## config.mk

```make
export PLATFORM = sky130hd
export DESIGN_NAME = bcd_code_decoder
export DESIGN_NICKNAME = d
export VERILOG_FILES = /design/src/rtl/bcd_code_decoder.sv
export SDC_FILE = /design/constraint.sdc
export NUM_CORES = 1
export LEC_CHECK = 0
export ABC_AREA = 1
export BUFFER_PORTS_ARGS = -buffer_cell sky130_fd_sc_hd__clkbuf_2
export CAP_MARGIN = 25
export CORE_MARGIN = 2
export CORE_UTILIZATION = 29
export CTS_BUF_LIST = sky130_fd_sc_hd__clkbuf_4 sky130_fd_sc_hd__clkbuf_8
export DETAILED_ROUTE_END_ITERATION = 10
export PLACE_DENSITY = 0.44
export SLEW_MARGIN = 5
export SYNTH_ARGS = -nofsm -noshare
export SYNTH_HDL_FRONTEND = slang
export SYNTH_SLANG_ARGS = --single-unit
```

## constraint.sdc

```tcl
create_clock -name clk -period 1.8 [get_ports clk]
set_input_delay 0.27 -clock clk [delete_from_list [all_inputs] [get_ports clk]]
set_output_delay 0.27 -clock clk [all_outputs]
set_load 0.1 [all_outputs]
```

## src/rtl/bcd_code_decoder.sv

```systemverilog
// bcd_code_decoder: packed BCD OTP code to binary via reverse double-dabble, flags non-decimal digits
module bcd_code_decoder #(
  parameter int DIGITS = 6,
  parameter int BIN_W  = 20
) (
  input  logic                clk,
  input  logic                rst_n,
  input  logic                init,
  input  logic [4*DIGITS-1:0] bcd_code,
  output logic [BIN_W-1:0]    bin_value,
  output logic                ready,
  output logic                bad_digit
);
  localparam int CW = $clog2(BIN_W);
  typedef enum logic [1:0] {IDLE, CHECK, SHIFT, DONE} state_t;
  state_t state, state_nx;
  logic [4*DIGITS-1:0] sr_bcd, bcd_nx;
  logic [BIN_W-1:0]    sr_bin, bin_nx;
  logic [CW-1:0]       cnt;
  logic                bad, last;
  // One reverse double-dabble step: shift right, then pull every nibble >= 8 back by 3
  always_comb begin
    {bcd_nx, bin_nx} = {sr_bcd, sr_bin} >> 1;
    bad = 1'b0;
    for (int i = 0; i < DIGITS; i++) begin
      bad = bad | (sr_bcd[4*i +: 4] > 4'd9);
      bcd_nx[4*i +: 4] = (bcd_nx[4*i +: 4] >= 4'd8) ? bcd_nx[4*i +: 4] - 4'd3 : bcd_nx[4*i +: 4];
    end
  end
  assign last = (cnt == CW'(BIN_W - 1));
  always_ff @(posedge clk or negedge rst_n)
    if (!rst_n) state <= IDLE;
    else        state <= state_nx;
  always_comb
    state_nx = (state == IDLE)  ? (init ? CHECK : IDLE) :
               (state == CHECK) ? (bad ? IDLE : SHIFT) :
               (state == SHIFT) ? (last ? DONE : SHIFT) : IDLE;
  always_ff @(posedge clk or negedge rst_n)
    if (!rst_n) begin
      sr_bcd    <= '0;
      sr_bin    <= '0;
      cnt       <= '0;
      bin_value <= '0;
      ready     <= 1'b0;
      bad_digit <= 1'b0;
    end else begin
      case (state)
        IDLE:
          if (init) begin
            sr_bcd    <= bcd_code;
            sr_bin    <= '0;
            ready     <= 1'b0;
            bad_digit <= 1'b0;
          end else ready <= 1'b1;
        CHECK:
          if (bad) begin
            bad_digit <= 1'b1;
            bin_value <= '0;
            ready     <= 1'b1;
          end else cnt <= '0;
        SHIFT: begin
          sr_bcd <= bcd_nx;
          sr_bin <= bin_nx;
          cnt    <= cnt + 1'b1;
        end
        DONE: begin
          bin_value <= sr_bin;
          ready     <= 1'b1;
        end
        default: ;
      endcase
    end
endmodule

```

==> impl.org <==
** Setup path
- Nature of the critical path endpoint :: flop
- STA classifies the critical path startpoint as a flop.
- Following the worst setup path forward leads to its endpoint at sr_bin[18].
- Tracing the worst setup path back leads to its startpoint at state[0].
- Max Fanout on Critical Path :: 38
- Kind of critical path :: reg2reg
- STA puts the critical path data required time at 2.08 ns.
- RR Startpoint :: state[0]
- For flop-to-flop paths, the worst setup slack is 0.14 ns.
- Data on the critical path arrives at its endpoint at 1.93 ns.
- Number of cell instances on the worst register-to-register path :: 8
- The worst register-to-register path ends at sr_bin[18].

** Yosys
- Synth Area in Adders :: 0.0518
- By area the synthesized netlist is led by dfrtp_1 (50%), nand2_1 (11%), nand3_1 (7.7%), o21ai_0 (5.9%), ha_1 (5.2%).
- Total number of yosys warnings :: 0
- Async set-reset flop share out of synthesis :: 1.00
- Seq cells post-synth :: 73
- By area, the combinational part of the netlist is dominated by simple AND/OR/NAND/NOR gates.
- Share of Yosys cell area claimed by the top area cell type :: 0.504
- Mux share of post-synthesis cell area :: 0
- For this run, the register share of the synthesized area comes to 0.504.
- Post-synthesis compound-gate area fraction :: 0.137
- The biggest area contributor in the post-synthesis netlist is dfrtp_1.
- In this run the cell area of the synthesized design comes to 0.00362 mm^2.
- Simple-gate area share of the yosys netlist :: 0.206
- When the netlist entered floorplanning its net count stood at 475.
- Distinct cell type count of the synthesized netlist :: 23
- Dividing the synthesized area by the synthesized cell count gives 8.37 um^2.
- The most used flip-flop cell after synthesis is dfrtp_1.
- Of the total synthesized cell area, the portion taken by XOR and XNOR cells is 0.0193.
- EDFF count, synth :: 0
- Synthesis produced 433 cells.

** Final layout
- Total number of nets in the final design :: 527
- Relative to the synthesized area, the layout overhead comes to 21.0%.
- The number of antenna diodes in the final layout is 0.
- After filler insertion, the fill cell instance count of the layout stands at 1311.
- Of the cells placed in the final design, the portion with a size suffix greater than 1 is 0.166.
- Once layout is complete, the cells apart from fillers number 656.

** Clock network
- Clock buffer depth :: 2
- The H-tree generated during clock tree synthesis spans 3 levels.
- TritonCTS built the clock tree.
- TritonCTS buffer count :: 9
- Cell at the root of the clock tree :: clkbuf_8
- At the later pin of the worst-skew pair, clock insertion delay measures 0.36 ns.
- Clock sink total :: 73
- PostCTS Resize Cnt :: 0
- Clock-pin slew was measured on the worst setup and hold paths at 0.08 ns.

** STA
- RSZ-0062 raised after global routing :: false
- Adding up every negative setup slack in the final design gives 0 ns.
- F_max :: 603 MHz
- Fin crit share :: 0.921
- Measured against its own limit, the worst slew margin works out to 0.635.
- Min Clock Period, post-route :: 1.66 ns
- The hold violation count in the final report came to 0.
- Final setup vio count :: 0
- For the final database, setup skew stands at 0.00737 ns.
- Pin slew with the least headroom to its limit :: 0.550 ns
- The final-report max-slew violation count was 0.

** Die
- The die covers 0.0134 mm^2.
- Number of core rows :: 40
- In this run the horizontal extent of the chip is 116 um.
- Core ar. :: 0.0121 mm^2
- The die is 116 um tall.
- For this design the top-level I/O count stands at 49.
- For this configuration, the core starts out at a cell density of 0.299.

** Power and ir drop
- Switching share of power :: 0.296
- The share of total power dissipated in the clock network is 0.366.
- Of the total power, registers draw 0.446.
- The analysis attributes to net switching a power of 1280 uW.
- Power density normalized to cell area :: 986 mW/mm^2
- Portion of total power attributed to combinational logic :: 0.188
- Leakage power :: 0.00214 uW
- The internal portion of the total power is 3050 uW.
- The worst-case IR drop observed on VDD is 0.634 mV.

** GRT
- Overall overflow remaining after global route :: 0
- Entering global routing, the biggest net connects 51 pins.
- Aggregate global-route resource usage :: 0.134
- First-pass GRT wire length :: 13800 um
- Via count of the first global-routing pass :: 2750
- Initial antenna violation count :: 0

** Place
- After detailed placement, the design holds a cell count of 638.
- Routability cong. :: 0.778
- Input and output buffers added on the ports amount to 48.
- Detailed placement ended at an HPWL of 5400 um.

** Worst hold path
- In this run the most critical hold path is launched from bcd_code[23].
- Worst hold path class :: in2reg

** Run status
- The flow ran to the end, and the final reports show no timing, DRC or antenna violations.

** Route
- The final layout contains routed wiring with a total length of 8500 um.
- DRC violation total after the first TritonRoute iteration :: 193
- Drt first pass iters :: 4
- Drc violations :: 0
- Detailed-route via count :: 2920
- In the final routed layout, each cell accounts on average for 13.0 um.
- Detailed-route vias per instance :: 4.45
- Residual antenna-violating net count after detailed routing :: 0

** Run
- Max-cap violations :: 0
state kept, by name, summed over array words and instances (netlist names), named ones only:
signal	flops
sr_bcd	24
bin_value	20
sr_bin	20
cnt	5
bad_digit	1
ready	1
state	1
final cells by class:
cell class	count	area, um^2	area share
Clock inverter	3	90.1	0.0205
Tap cell	168	210	0.0479
Inverter	44	168	0.0382
Sequential cell	73	1830	0.416
Clock buffer	11	145	0.0331
Multi-Input combinational cell	292	1510	0.343
Timing Repair Buffer	65	440	0.100
layout by cell type (no fill, tap or decap):
master | Yosys | routed
clkbuf_2 | 0 | 47
clkbuf_4 | 0 | 1
o211ai_1 | 7 | 7
nand2_1 | 104 | 104
o31ai_1 | 1 | 1
inv_1 | 43 | 43
a21oi_1 | 15 | 15
dlygate4sd3_1 | 0 | 1
nor2_1 | 19 | 19
o21ai_1 | 10 | 10
o21ai_0 | 43 | 43
xor2_1 | 3 | 3
a31oi_1 | 7 | 7
clkbuf_8 | 0 | 10
nand4_1 | 1 | 1
buf_4 | 2 | 12
o21a_1 | 5 | 5
dfrtp_1 | 73 | 73
ha_1 | 15 | 14
o21ai_4 | 1 | 1
inv_4 | 1 | 1
buf_12 | 0 | 4
clkbuf_16 | 0 | 1
bufinv_16 | 0 | 3
xnor2_1 | 5 | 5
nand3_1 | 56 | 56
ha_2 | 0 | 1
repair_timing:
item / in CTS / in global routing
hold buffers: 1 / 0
buffers inserted: 0 / 2
setup endpoints to repair: 0 / 2
endpoints found under the hold margin: 27 / 0
layer usage:
| metal | share of wire | GRT usage |
|---|---|---|
| met3 | 0.040 | 0.0471 |
| met2 | 0.45 | 0.202 |
| met1 | 0.50 | 0.179 |
| met4 | 0.013 | 0.0500 |
| met5 | 0 | 0 |
power by group through the flow:
stage                     Clock [uW]  Combinational, uW  Sequential, uW
after floorplan                    0                499            2000
after global placement             0                787            1960
after detailed placement           0                797            1960
after CTS                       1640                802            1930
after global routing            1720                934            1950
final                           1580                815            1930
synthesized netlist by cell type (3+ instances only):
| library cell | n |
|---|---|
| nand2_1 | 104 |
| dfrtp_1 | 73 |
| nand3_1 | 56 |
| inv_1 | 43 |
| o21ai_0 | 43 |
| nor2_1 | 19 |
| a21oi_1 | 15 |
| ha_1 | 15 |
| buf_2 | 11 |
| o21ai_1 | 10 |
| a31oi_1 | 7 |
| clkbuf_1 | 7 |
| o211ai_1 | 7 |
| o21a_1 | 5 |
| xnor2_1 | 5 |
| xor2_1 | 3 |
cell families (layout without fill, tap and decap cells):
family	after synthesis	after routing
adders and majority gates	15	15
and+or+nand+nor	180	180
DFF	73	73
buffers and inverters	68	123
AOI/OAI and AO/OA	89	89
xor gates and xnor gates	8	8
critical path: stages, from the launching register on:
cell     delay, ns
dfrtp_1       0.40
inv_1         0.13
ha_2          0.29
inv_4         0.05
o21ai_4       0.19
buf_4         0.15
buf_12        0.18
nand3_1       0.08
o21ai_0       0.09
through the flow:
| step | instance area, um^2 | power [uW] | worst slack, ns | hold slack (ns) | util |
|---|---|---|---|---|---|
| after global routing | 4390 | 4600 | 0.0385 | 0.131 | 0.362 |
| after global placement | 4100 | 2740 | 0.204 | 0.237 | 0.339 |
| after CTS | 4350 | 4370 | 0.123 | 0.120 | 0.359 |
| after floorplan | 3620 | 2500 | 0.326 | -0.0256 | - |
| after detailed placement | 4100 | 2760 | 0.131 | 0.237 | 0.339 |
| final | 4390 | 4330 | 0.142 | 0.134 | 0.362 |
worst min path at each step:
stage	end	slack, ns	depth (start not counted)
finish	sr_bcd[23]	0.13	3
global route	sr_bcd[5]	0.13	3
CTS	sr_bcd[23]	0.12	3
detailed placement	bin_value[9]	0.24	1
global placement	bin_value[9]	0.24	1
floorplan	async pin	-0.03	0
(Power assumes the default switching activity.)
